File: src/rtl/mips_lite_pkg.sv
// Shared encodings for the MIPS-lite multicycle controller: opcodes, FSM states and
// datapath select codes.
package mips_lite_pkg;

  localparam logic [5:0] OP_R    = 6'b000000;
  localparam logic [5:0] OP_LW   = 6'b100011;
  localparam logic [5:0] OP_SW   = 6'b101011;
  localparam logic [5:0] OP_BEQ  = 6'b000100;
  localparam logic [5:0] OP_NORI = 6'b001101;
  localparam logic [5:0] OP_J    = 6'b000010;

  typedef enum logic [3:0] {
    ST_IDLE   = 4'd0,
    ST_FETCH  = 4'd1,
    ST_DECODE = 4'd2,
    ST_MEMADR = 4'd3,
    ST_MEMRD  = 4'd4,
    ST_MEMWB  = 4'd5,
    ST_MEMWR  = 4'd6,
    ST_EXEC   = 4'd7,
    ST_RWB    = 4'd8,
    ST_NEXEC  = 4'd9,
    ST_NWB    = 4'd10,
    ST_BRANCH = 4'd11,
    ST_JUMP   = 4'd12,
    ST_TRAP   = 4'd13
  } state_t;

  localparam logic [1:0] ALUOP_ADD   = 2'b00;
  localparam logic [1:0] ALUOP_SUB   = 2'b01;
  localparam logic [1:0] ALUOP_FUNCT = 2'b10;
  localparam logic [1:0] ALUOP_NORI  = 2'b11;

  localparam logic [1:0] SRCB_REGB    = 2'b00;
  localparam logic [1:0] SRCB_FOUR    = 2'b01;
  localparam logic [1:0] SRCB_IMM     = 2'b10;
  localparam logic [1:0] SRCB_IMM_SH2 = 2'b11;

  localparam logic [1:0] PCSRC_ALU    = 2'b00;
  localparam logic [1:0] PCSRC_ALUOUT = 2'b01;
  localparam logic [1:0] PCSRC_JUMP   = 2'b10;

  // States that wait on the memory handshake and are subject to the timeout.
  function automatic logic is_mem_state(input state_t s);
    return (s == ST_FETCH) || (s == ST_MEMRD) || (s == ST_MEMWR);
  endfunction

endpackage

File: src/rtl/mem_wait_timer.sv
// Counts consecutive stalled memory cycles; o_expired flags the stall cycle that hits the limit.
// Clear has priority over enable; the count saturates at all-ones.
module mem_wait_timer #(
  parameter int WAIT_LIMIT = 15,
  parameter int WCNT_W     = 8
) (
  input  logic clk,
  input  logic rst_n,
  input  logic i_clear,
  input  logic i_enable,
  output logic o_expired
);

  logic [WCNT_W-1:0] r_cnt;
  logic              w_sat;

  assign w_sat = &r_cnt;

  always_ff @(posedge clk or negedge rst_n) begin
    if (!rst_n) begin
      r_cnt <= '0;
    end else if (i_clear) begin
      r_cnt <= '0;
    end else if (i_enable && !w_sat) begin
      r_cnt <= r_cnt + 1'b1;
    end
  end

  // The current stall is the WAIT_LIMIT-th when WAIT_LIMIT-1 stalls are already counted.
  assign o_expired = i_enable && (r_cnt == WCNT_W'(WAIT_LIMIT - 1));

endmodule

File: src/rtl/multicycle_control.sv
// Moore sequencer for the multicycle MIPS-lite datapath; outputs decode from state (plus mem_ready).
// Memory states hold until mem_ready; too many consecutive stalls or an illegal opcode lock into TRAP.
module multicycle_control
  import mips_lite_pkg::*;
#(
  parameter int WAIT_LIMIT = 15,
  parameter int WCNT_W     = 8
) (
  input  logic       clk,
  input  logic       rst_n,
  input  logic [5:0] opcode,
  input  logic       mem_ready,
  output logic       pcwrite,
  output logic       pcwritecond,
  output logic       iord,
  output logic       memread,
  output logic       memwrite,
  output logic       memtoreg,
  output logic       irwrite,
  output logic       regdest,
  output logic       regwrite,
  output logic       alusrca,
  output logic [1:0] alusrcb,
  output logic [1:0] aluop,
  output logic [1:0] pcsource,
  output logic       instr_done,
  output logic       trap
);

  state_t r_state;
  state_t w_next;
  logic   w_stall;
  logic   w_expired;
  logic   w_clear;

  assign w_stall = is_mem_state(r_state) && !mem_ready;
  assign w_clear = (w_next != r_state);

  mem_wait_timer #(
    .WAIT_LIMIT(WAIT_LIMIT),
    .WCNT_W    (WCNT_W)
  ) u_timer (
    .clk      (clk),
    .rst_n    (rst_n),
    .i_clear  (w_clear),
    .i_enable (w_stall),
    .o_expired(w_expired)
  );

  always_ff @(posedge clk or negedge rst_n) begin
    if (!rst_n) begin
      r_state <= ST_IDLE;
    end else begin
      r_state <= w_next;
    end
  end

  // mem_ready is tested before the timeout so a ready in the limit cycle still completes.
  always_comb begin
    w_next = ST_TRAP;
    case (r_state)
      ST_IDLE:   w_next = ST_FETCH;
      ST_FETCH: begin
        if (mem_ready)      w_next = ST_DECODE;
        else if (w_expired) w_next = ST_TRAP;
        else                w_next = ST_FETCH;
      end
      ST_DECODE: begin
        case (opcode)
          OP_LW, OP_SW: w_next = ST_MEMADR;
          OP_R:         w_next = ST_EXEC;
          OP_NORI:      w_next = ST_NEXEC;
          OP_BEQ:       w_next = ST_BRANCH;
          OP_J:         w_next = ST_JUMP;
          default:      w_next = ST_TRAP;
        endcase
      end
      ST_MEMADR: begin
        if (opcode == OP_LW)      w_next = ST_MEMRD;
        else if (opcode == OP_SW) w_next = ST_MEMWR;
        else                      w_next = ST_TRAP;
      end
      ST_MEMRD: begin
        if (mem_ready)      w_next = ST_MEMWB;
        else if (w_expired) w_next = ST_TRAP;
        else                w_next = ST_MEMRD;
      end
      ST_MEMWR: begin
        if (mem_ready)      w_next = ST_FETCH;
        else if (w_expired) w_next = ST_TRAP;
        else                w_next = ST_MEMWR;
      end
      ST_EXEC:   w_next = ST_RWB;
      ST_NEXEC:  w_next = ST_NWB;
      ST_MEMWB,
      ST_RWB,
      ST_NWB,
      ST_BRANCH,
      ST_JUMP:   w_next = ST_FETCH;
      ST_TRAP:   w_next = ST_TRAP;
      default:   w_next = ST_TRAP;
    endcase
  end

  always_comb begin
    pcwrite     = 1'b0;
    pcwritecond = 1'b0;
    iord        = 1'b0;
    memread     = 1'b0;
    memwrite    = 1'b0;
    memtoreg    = 1'b0;
    irwrite     = 1'b0;
    regdest     = 1'b0;
    regwrite    = 1'b0;
    alusrca     = 1'b0;
    alusrcb     = SRCB_REGB;
    aluop       = ALUOP_ADD;
    pcsource    = PCSRC_ALU;
    instr_done  = 1'b0;
    trap        = 1'b0;
    case (r_state)
      ST_FETCH: begin
        memread  = 1'b1;
        alusrcb  = SRCB_FOUR;
        aluop    = ALUOP_ADD;
        pcsource = PCSRC_ALU;
        irwrite  = mem_ready;
        pcwrite  = mem_ready;
      end
      ST_DECODE: begin
        alusrcb = SRCB_IMM_SH2;
        aluop   = ALUOP_ADD;
      end
      ST_MEMADR: begin
        alusrca = 1'b1;
        alusrcb = SRCB_IMM;
        aluop   = ALUOP_ADD;
      end
      ST_MEMRD: begin
        memread = 1'b1;
        iord    = 1'b1;
      end
      ST_MEMWB: begin
        regwrite   = 1'b1;
        memtoreg   = 1'b1;
        instr_done = 1'b1;
      end
      ST_MEMWR: begin
        memwrite   = 1'b1;
        iord       = 1'b1;
        instr_done = mem_ready;
      end
      ST_EXEC: begin
        alusrca = 1'b1;
        aluop   = ALUOP_FUNCT;
      end
      ST_RWB: begin
        regdest    = 1'b1;
        regwrite   = 1'b1;
        instr_done = 1'b1;
      end
      ST_NEXEC: begin
        alusrca = 1'b1;
        alusrcb = SRCB_IMM;
        aluop   = ALUOP_NORI;
      end
      ST_NWB: begin
        regwrite   = 1'b1;
        instr_done = 1'b1;
      end
      ST_BRANCH: begin
        alusrca     = 1'b1;
        aluop       = ALUOP_SUB;
        pcwritecond = 1'b1;
        pcsource    = PCSRC_ALUOUT;
        instr_done  = 1'b1;
      end
      ST_JUMP: begin
        pcwrite    = 1'b1;
        pcsource   = PCSRC_JUMP;
        instr_done = 1'b1;
      end
      ST_TRAP:  trap = 1'b1;
      default: ;
    endcase
  end

endmodule

File: config.mk
export PLATFORM = sky130hd
export DESIGN_NAME = multicycle_control
export DESIGN_NICKNAME = d
export VERILOG_FILES = /design/src/rtl/mips_lite_pkg.sv /design/src/rtl/mem_wait_timer.sv /design/src/rtl/multicycle_control.sv
export SDC_FILE = /design/constraint.sdc
export NUM_CORES = 1
export LEC_CHECK = 0
export ABC_AREA = 1
export BUFFER_PORTS_ARGS = -buffer_cell sky130_fd_sc_hd__buf_2
export CAP_MARGIN = 20
export CORE_AREA = 5 5 54 56
export CTS_CLUSTER_SIZE = 40
export DETAILED_ROUTE_END_ITERATION = 12
export DIE_AREA = 0 0 59 61
export PLACE_DENSITY = 0.77
export SYNTH_ARGS = -nofsm -noshare
export SYNTH_HDL_FRONTEND = slang
export SYNTH_SLANG_ARGS = --single-unit
export TNS_END_PERCENT = 10
File: constraint.sdc
create_clock -name clk -period 2 [get_ports clk]
set_clock_uncertainty 0.05 [all_clocks]
set_input_delay 0.3 -clock clk [delete_from_list [all_inputs] [get_ports clk]]
set_output_delay 0.3 -clock clk [all_outputs]
set_load 0.01 [all_outputs]
==> impl_summary.md, run 1 <==
Outcome
The run finished with clean final reports.

Critical path
The largest single stage delay on the critical path is 0.47 ns. The origin of the critical flop-to-flop path is r_state[0]. The kind of cell with the highest combined delay on the critical path is flip-flops.

The signal on the critical path passes through inv_2, nor2_4, nand2_1, o21ai_1, buf_2. Of all nets on the critical path, the largest fanout is 7. The required time at the endpoint of the critical path is around 1.7 ns. The critical path starts at r_state[0]. The worst register-to-register path ends at u_timer.r_cnt[1]. The cell with the largest stage delay on the worst path is dfrtp_1.

The total buffers and inverters traversed by the critical path is 2. STA classifies the critical path startpoint as a flop. Following the worst setup path forward leads to its endpoint at aluop[1]. STA classifies the critical path endpoint as an output pin. Data arrives at the worst endpoint at 1.51 ns. The internal reg-to-reg setup slack is 0.19 ns.

The critical path is of the reg2out type. The number of cells on the worst reg-to-reg path is 9. The cell depth of the worst setup path is 5.

Run
The number of max-capacitance violations reported is 0.

Power
The power density over the cells is approximately 1100 nW/um^2. The analysis attributes to cell leakage a power of about 0.78 nW. The maximum VDD drop is 0.620 mV.

Synthesis
For this run, the register share of the synthesized area comes to 0.243. The synthesized netlist cell count is between 150 and 200. The netlist uses 27 different library cells. The synthesized design contains 12 register bits. The post-synth net total is 200. The synthesized netlist occupies a cell area of between 1000 and 1500 sq um. The per-instance average area after synthesis is roughly 6.5 sq um. The Yosys step of the flow raised 0 warnings.

STA
The final cycle utilization of the critical path is 0.932. The maximum clock frequency is 0.536 GHz. The hold violation count in the final report is 0. Headroom to the max-slew limit came out at 0.793. The final-report max-slew violation count is 0. Setup violations remaining at the end of the flow were counted as 0.

The setup TNS is 0 ns. The transition at the pin with the smallest max-transition slack is between 0.3 and 0.4 ns. Setup repair after global routing left no endpoint under its margin. The clock period could shrink to about 1.9 ns.

The worst hold slack across all endpoints is ~0.35 ns.

Routing
Once detail routing completed, the nets flagged for antenna violations numbered 0. In the final routed layout, each cell accounts on average for approximately 12 um. The first TritonRoute pass finished after 4 iterations.

For this run, design rule violations remaining after detail routing come to 0. The count of routing violations after the opening detailed-route iteration is 48. For this block, the via count after detailed routing is between 1,000 and 1,500. After detailed routing, the total wire length is 2880 um. After detailed routing, the number of vias per cell comes to ~5.

CTS
Clock tree synthesis inserted a total of 3 buffers. The total clock sinks is 12. The clock-pin slew reported for the worst setup and hold paths after clock tree synthesis is 0.07 ns. TritonCTS built the clock tree. Counting along the longest clock path gives a buffer depth of 2. The clock latency at the later pin of the worst-skew pair is ~0.26 ns. The buffers inserted during post-CTS setup optimization is 0. The tree is rooted in a clkbuf_4. In this run the number of H-tree levels came out at 1.

Cells and area
The area growth from synthesis to layout is 16.3%. The final design instance area without fill is roughly 1400 sq um. In the layout the commonest cells are nand2_1 (53), buf_2 (26), nor2_1 (25). The number of filler instances in the final layout is about 240. The multi-input combinational cells in the finished layout cover a total of a little over 800 sq um. In the final layout, the share of cells above drive strength 1 is 0.306. The library cell used most frequently in the layout, excluding fill and tap cells, is nand2_1. The number of antenna diodes is 0. At the end of the flow the core is filled with cells to 0.601. At the end of the flow, the number of nets in the layout was approximately 230. The sequential cells in the finished layout cover a total of approximately 300 sq um.

Global route
Across every metal layer, demand over resource in global routing totals 0.178. Entering global routing, the biggest net connects 13 pins. The number of antenna violations at the first check in global routing was 0. The first global-routing pass estimated roughly 4900 um of wire. The overall overflow remaining after global route is 0. The via count of the first global-routing pass is 1,137.

Floorplan
The placement row count is 18. The x dimension of the die is slightly below 60 um. The y dimension of the die is between 60 and 70 um. The number of I/O pins is 27. The effective utilization at floorplan is 0.517. The total area inside the core boundary comes to between 2000 and 2500 sq um. The area of the die is 3600 sq um.

Placement
The number of buffers added on ports is 26. The final HPWL from detailed placement is about 2400 um. The routability congestion estimate is between 0.8 and 0.9. The post-placement cell area is ~1400 sq um.

Worst hold path
The class of the tightest hold or removal check is in2reg.
## worst min-delay path by stage
| stage | from | endpoint | slack, ns | depth (start not counted) |
|---|---|---|---|---|
| global placement | rst_n | u_timer.r_cnt[6] | 0.14 | 1 |
| global route | mem_ready | r_state[0] | 0.38 | 3 |
| detailed placement | rst_n | u_timer.r_cnt[6] | 0.14 | 1 |
| finish | mem_ready | r_state[0] | 0.35 | 3 |
| floorplan | rst_n | r_state[0] | -0.05 | 0 |
| CTS | mem_ready | r_state[0] | 0.34 | 3 |
## registers in the layout, indices dropped and copies added (netlist names)
signal / cells
r_state: 4
u_timer.r_cnt: 8
## routing by layer
metal	wire (um)	GRT usage	vias to the layer above
met1	1500	0.260	536
li1	-	-	664
met2	1180	0.263	37
met5	0	0	-
met4	28	0.0583	0
met3	167	0.0340	4
## metrics by stage
stage                     total power, mW  cells  worst slack, ns
after floorplan                      1.19    189            0.404
after global placement               1.48    245            0.225
after detailed placement             1.47    245            0.211
after CTS                            1.62    249            0.130
after global routing                 1.77    249          0.00896
final                                1.62    249            0.136
## cell usage after synthesis
master / instances / area share
nand2_1: 53 / 0.16
nor2_1: 25 / 0.076
inv_1: 22 / 0.067
dfrtp_1: 12 / 0.24
nand3_1: 12 / 0.049
nor3_2: 10 / 0.081
nor2_2: 7 / 0.035
inv_2: 6 / 0.018
nand4_1: 6 / 0.030
o21ai_0: 5 / 0.020
nand3_2: 4 / 0.032
nand2_2: 3 / 0.015
nand2_4: 3 / 0.027
xor2_1: 3 / 0.021
ha_1: 2 / 0.020
nand3b_1: 2 / 0.012
nor3_1: 2 / 0.0081
o21ai_1: 2 / 0.0081
o22ai_1: 2 / 0.010
a21oi_1: 1 / 0.0041
buf_4: 1 / 0.0061
nand3_4: 1 / 0.014
nor2_4: 1 / 0.0091
nor3b_1: 1 / 0.0061
nor3b_2: 1 / 0.010
o21bai_1: 1 / 0.0061
xnor2_1: 1 / 0.0071
## what timing repair did
item | in CTS | in global routing
hold buffers | 1 | 0
resized for setup | 0 | 1
setup endpoints to repair | 0 | 4
hold endpoints to repair | 12 | 0
## cells by family after synthesis
kind of cell,after synthesis,synth area share
buffers and inverters,29,0.0913
adders and majority gates,2,0.0203
DFF,12,0.243
AOI/OAI and AO/OA,11,0.0487
xor gates and xnor gates,4,0.0284
and+or+nand+nor,131,0.568
## report_power, final
| group | total, mW | switching [mW] | internal (mW) | leakage, nW |
|---|---|---|---|---|
| combinational | 1.12 | 0.771 | 0.348 | 0.603 |
| clock | 0.140 | 0.0702 | 0.0695 | 0.0138 |
| sequential | 0.359 | 0.0764 | 0.283 | 0.161 |
## worst register-to-register path: stages (launching register included)
cell     delay, ns
dfrtp_1       0.46
inv_2         0.18
nand2_1       0.11
nor2_1        0.26
nand3_1       0.16
nand3_2       0.10
nand2_1       0.05
nand2_1       0.07
nand2_2       0.15
nor3_2        0.14
## final cells by class
cell class / instances / share of cell area
multi-input cells: 148 / 0.572
flip-flops and latches: 12 / 0.210
repair buffers: 28 / 0.103
inverters: 28 / 0.0732
well taps: 30 / 0.0262
clock buffers: 3 / 0.0157
Note: power is estimated with default switching activity, not from simulation.
==> inputs of run 2 (changes only) <==
- CORE_AREA: 5 5 54 56 -> 2 2 51 53
- DIE_AREA: 0 0 59 61 -> 0 0 53 55
- SETUP_SLACK_MARGIN: unset -> 0.3
==> impl_summary.md, run 2 (same netlist as run 1, synthesis figures left out) <==
Outcome
The flow ran to the end, and the final reports show no timing, DRC or antenna violations.

STA
The final cycle utilization of the critical path is 0.905. The smallest setup slack after layout is ~0.19 ns. The worst hold slack across all endpoints is between 0.3 and 0.4 ns.

In this run the tightest slew margin relative to its limit is 0.810. The final-report max-slew violation count is 0. For the finished layout, the period the worst path requires is 1.81 ns. Setup repair after global routing could not meet its margin everywhere. The maximum clock frequency is ~0.55 GHz.

The number of endpoints failing setup at the final stage is 0. Setup total negative slack on the finished layout was measured at 0 ns. The hold violation count in the final report came to 0. For the pin with the worst max-slew slack, the measured transition is approximately 0.28 ns.

Cells and area
0 antenna diodes ended up in the layout. The largest register by flop count is u_timer.r_cnt. The flip-flop count of the largest register after layout is 8. The largest registers in the layout are u_timer.r_cnt (8), r_state (4). Measured on the finished design, the core utilization comes to 0.676. The number of filler instances in the final layout is around 220. Compared with the post-synthesis result, the final layout area differs by 29.5%. The layout cell share with drive strength beyond 1 is 0.399. The final design instance area without fill is approximately 1600 sq um. The number of standard cells in the layout, taps in and fillers out is about 260. The library cell used most frequently in the layout, excluding fill and tap cells, is nand2_1. Leaving out fill and tap cells, the most frequent cells in the layout are nand2_1 (45), buf_2 (26), nor2_1 (22). The post-layout net count is about 240.

Critical path
For the worst setup path, the data required time is approximately 1.7 ns. Walking the worst path, the cells encountered are inv_4, nor2_4, nand2_1, o21ai_1, buf_2. For this run, the slowest stage of the critical path takes around 0.49 ns. The data arrival time of the worst path is about 1.5 ns. STA classifies the critical path startpoint as a flop. The top fanout value on the critical path is 5. The setup path with the least slack is of type reg2out. The kind of cell with the highest combined delay along the critical path is flip-flops. STA classifies the critical path endpoint as an output pin. For this design, the slowest cell found on the critical path is dfrtp_2.

The critical path contains buffers and inverters numbering 2 combined.

Global route
The wire length of the first global-routing pass is around 5300 um. The overall overflow remaining after global route is 0. Entering global routing, the biggest net connects 13 pins. The number of antenna violations at the first check in global routing was 0. The global router's overall resource usage is 0.250. The via count of the first global-routing pass came to around 1,200.

Floorplan
The initial utilization of the core area, before any placement, comes to 0.522. The number of I/O pins is 27. In this run the core area contains 18 standard-cell rows. The floorplan step defined a die boundary enclosing roughly 3000 sq um. In this run the standard cell core region covers 2360 sq um. The y dimension of the die is around 55 um.

In this run the horizontal extent of the chip is ~53 um.

Placement
The number of cells in the design after placement is around 240. The post-placement worst setup slack is approximately 0.14 ns. Port buffering added 26 buffers. The final HPWL from detailed placement is about 2400 um.

Summing all placed instances gives a cell area of 1390 sq um. At the end of routability-driven placement, the weighted congestion stood at a little over 0.8.

Routing
The first TritonRoute pass finished after 4 iterations. The routed length per instance is approximately 13 um. The total wire length after detailed routing is ~3400 um. The remaining antenna violation count is 0. For this run, design rule violations remaining after detail routing come to 0.

Detailed routing inserted a total of approximately 1,300 vias. In the routed layout, each cell is associated on average with a via count of roughly 5. After the first detailed-routing iteration, the DRC count stood at 26.

Power
The maximum VDD drop is about 0.7 mV. For this design the static power due to leakage is 0.865 nW. For this design the ratio of total power to cell area is ~1300 nW/um^2. Summing internal, switching and leakage power gives around 2.0 mW.

Worst hold path
In this run the worst hold path is classified as in2reg.

CTS
After clock tree synthesis, the clock-pin slew on the worst setup and hold paths is approximately 0.070 ns. CTS built an H-tree with a depth of 1. Counting the buffers created by CTS gives 3. The cell at the root of the clock tree is clkbuf_4. The CTS tree is yes. The clock passes through at most 2 buffers. The total clock sinks is 12.

The clock reaches the later pin of the worst-skew pair after around 0.28 ns.

Run
The number of max-capacitance violations reported is 0.
## run 2: cell count changes in the layout (fill, tap and decap cells not counted), sizes merged
cell,delta
buf,+9
## run 2: area by class of cell
cell class / count / area, sq um / share of cell area
Tap cell: 30 / 37.5 / 0.0235
Timing Repair Buffer: 37 / 219 / 0.137
Multi-Input combinational cell: 148 / 901 / 0.564
Sequential cell: 12 / 305 / 0.191
Clock buffer: 3 / 22.5 / 0.0141
Inverter: 28 / 113 / 0.0705
## run 2: what timing repair did
action / CTS / global route
setup buffers: 8 / 2
pin swaps: 2 / 4
endpoints found under the setup margin: 18 / 23
endpoints found under the hold margin: 12 / 0
resized for setup: 14 / 15
hold buffers: 1 / 0
## run 2: power by group
group          switching (mW)  total, mW  internal, mW
Sequential             0.0994      0.387         0.287
Clock                  0.0829      0.153        0.0698
Combinational           0.959       1.47         0.516
## run 2: final timing paths
| check | cells after the start | endpoint | slack, ns | startpoint |
|---|---|---|---|---|
| hold reg to reg | 3 | u_timer.r_cnt[7] | 0.61 | u_timer.r_cnt[7] |
| setup / recovery | 5 | aluop[1] | 0.19 | r_state[0] |
| min in group asynchronous | 2 | u_timer.r_cnt[0] | 0.36 | rst_n |
| hold / removal | 3 | r_state[0] | 0.34 | mem_ready |
| max in group asynchronous | 2 | r_state[0] | 1.30 | rst_n |
| setup reg to reg | 9 | u_timer.r_cnt[2] | 0.20 | r_state[0] |
## run 2: layer usage
| metal | GRT usage | wire, um | vias up |
|---|---|---|---|
| li1 | - | - | 684 |
| met1 | 0.283 | 1380 | 593 |
| met2 | 0.463 | 1770 | 41 |
| met3 | 0.0323 | 139 | 9 |
| met4 | 0.124 | 78 | 0 |
| met5 | 0 | 0 | - |
## run 2: worst min-delay path: stages
cell and delay, ns:
buf_2 0.13, o21ai_1 0.11, nand3_1 0.09
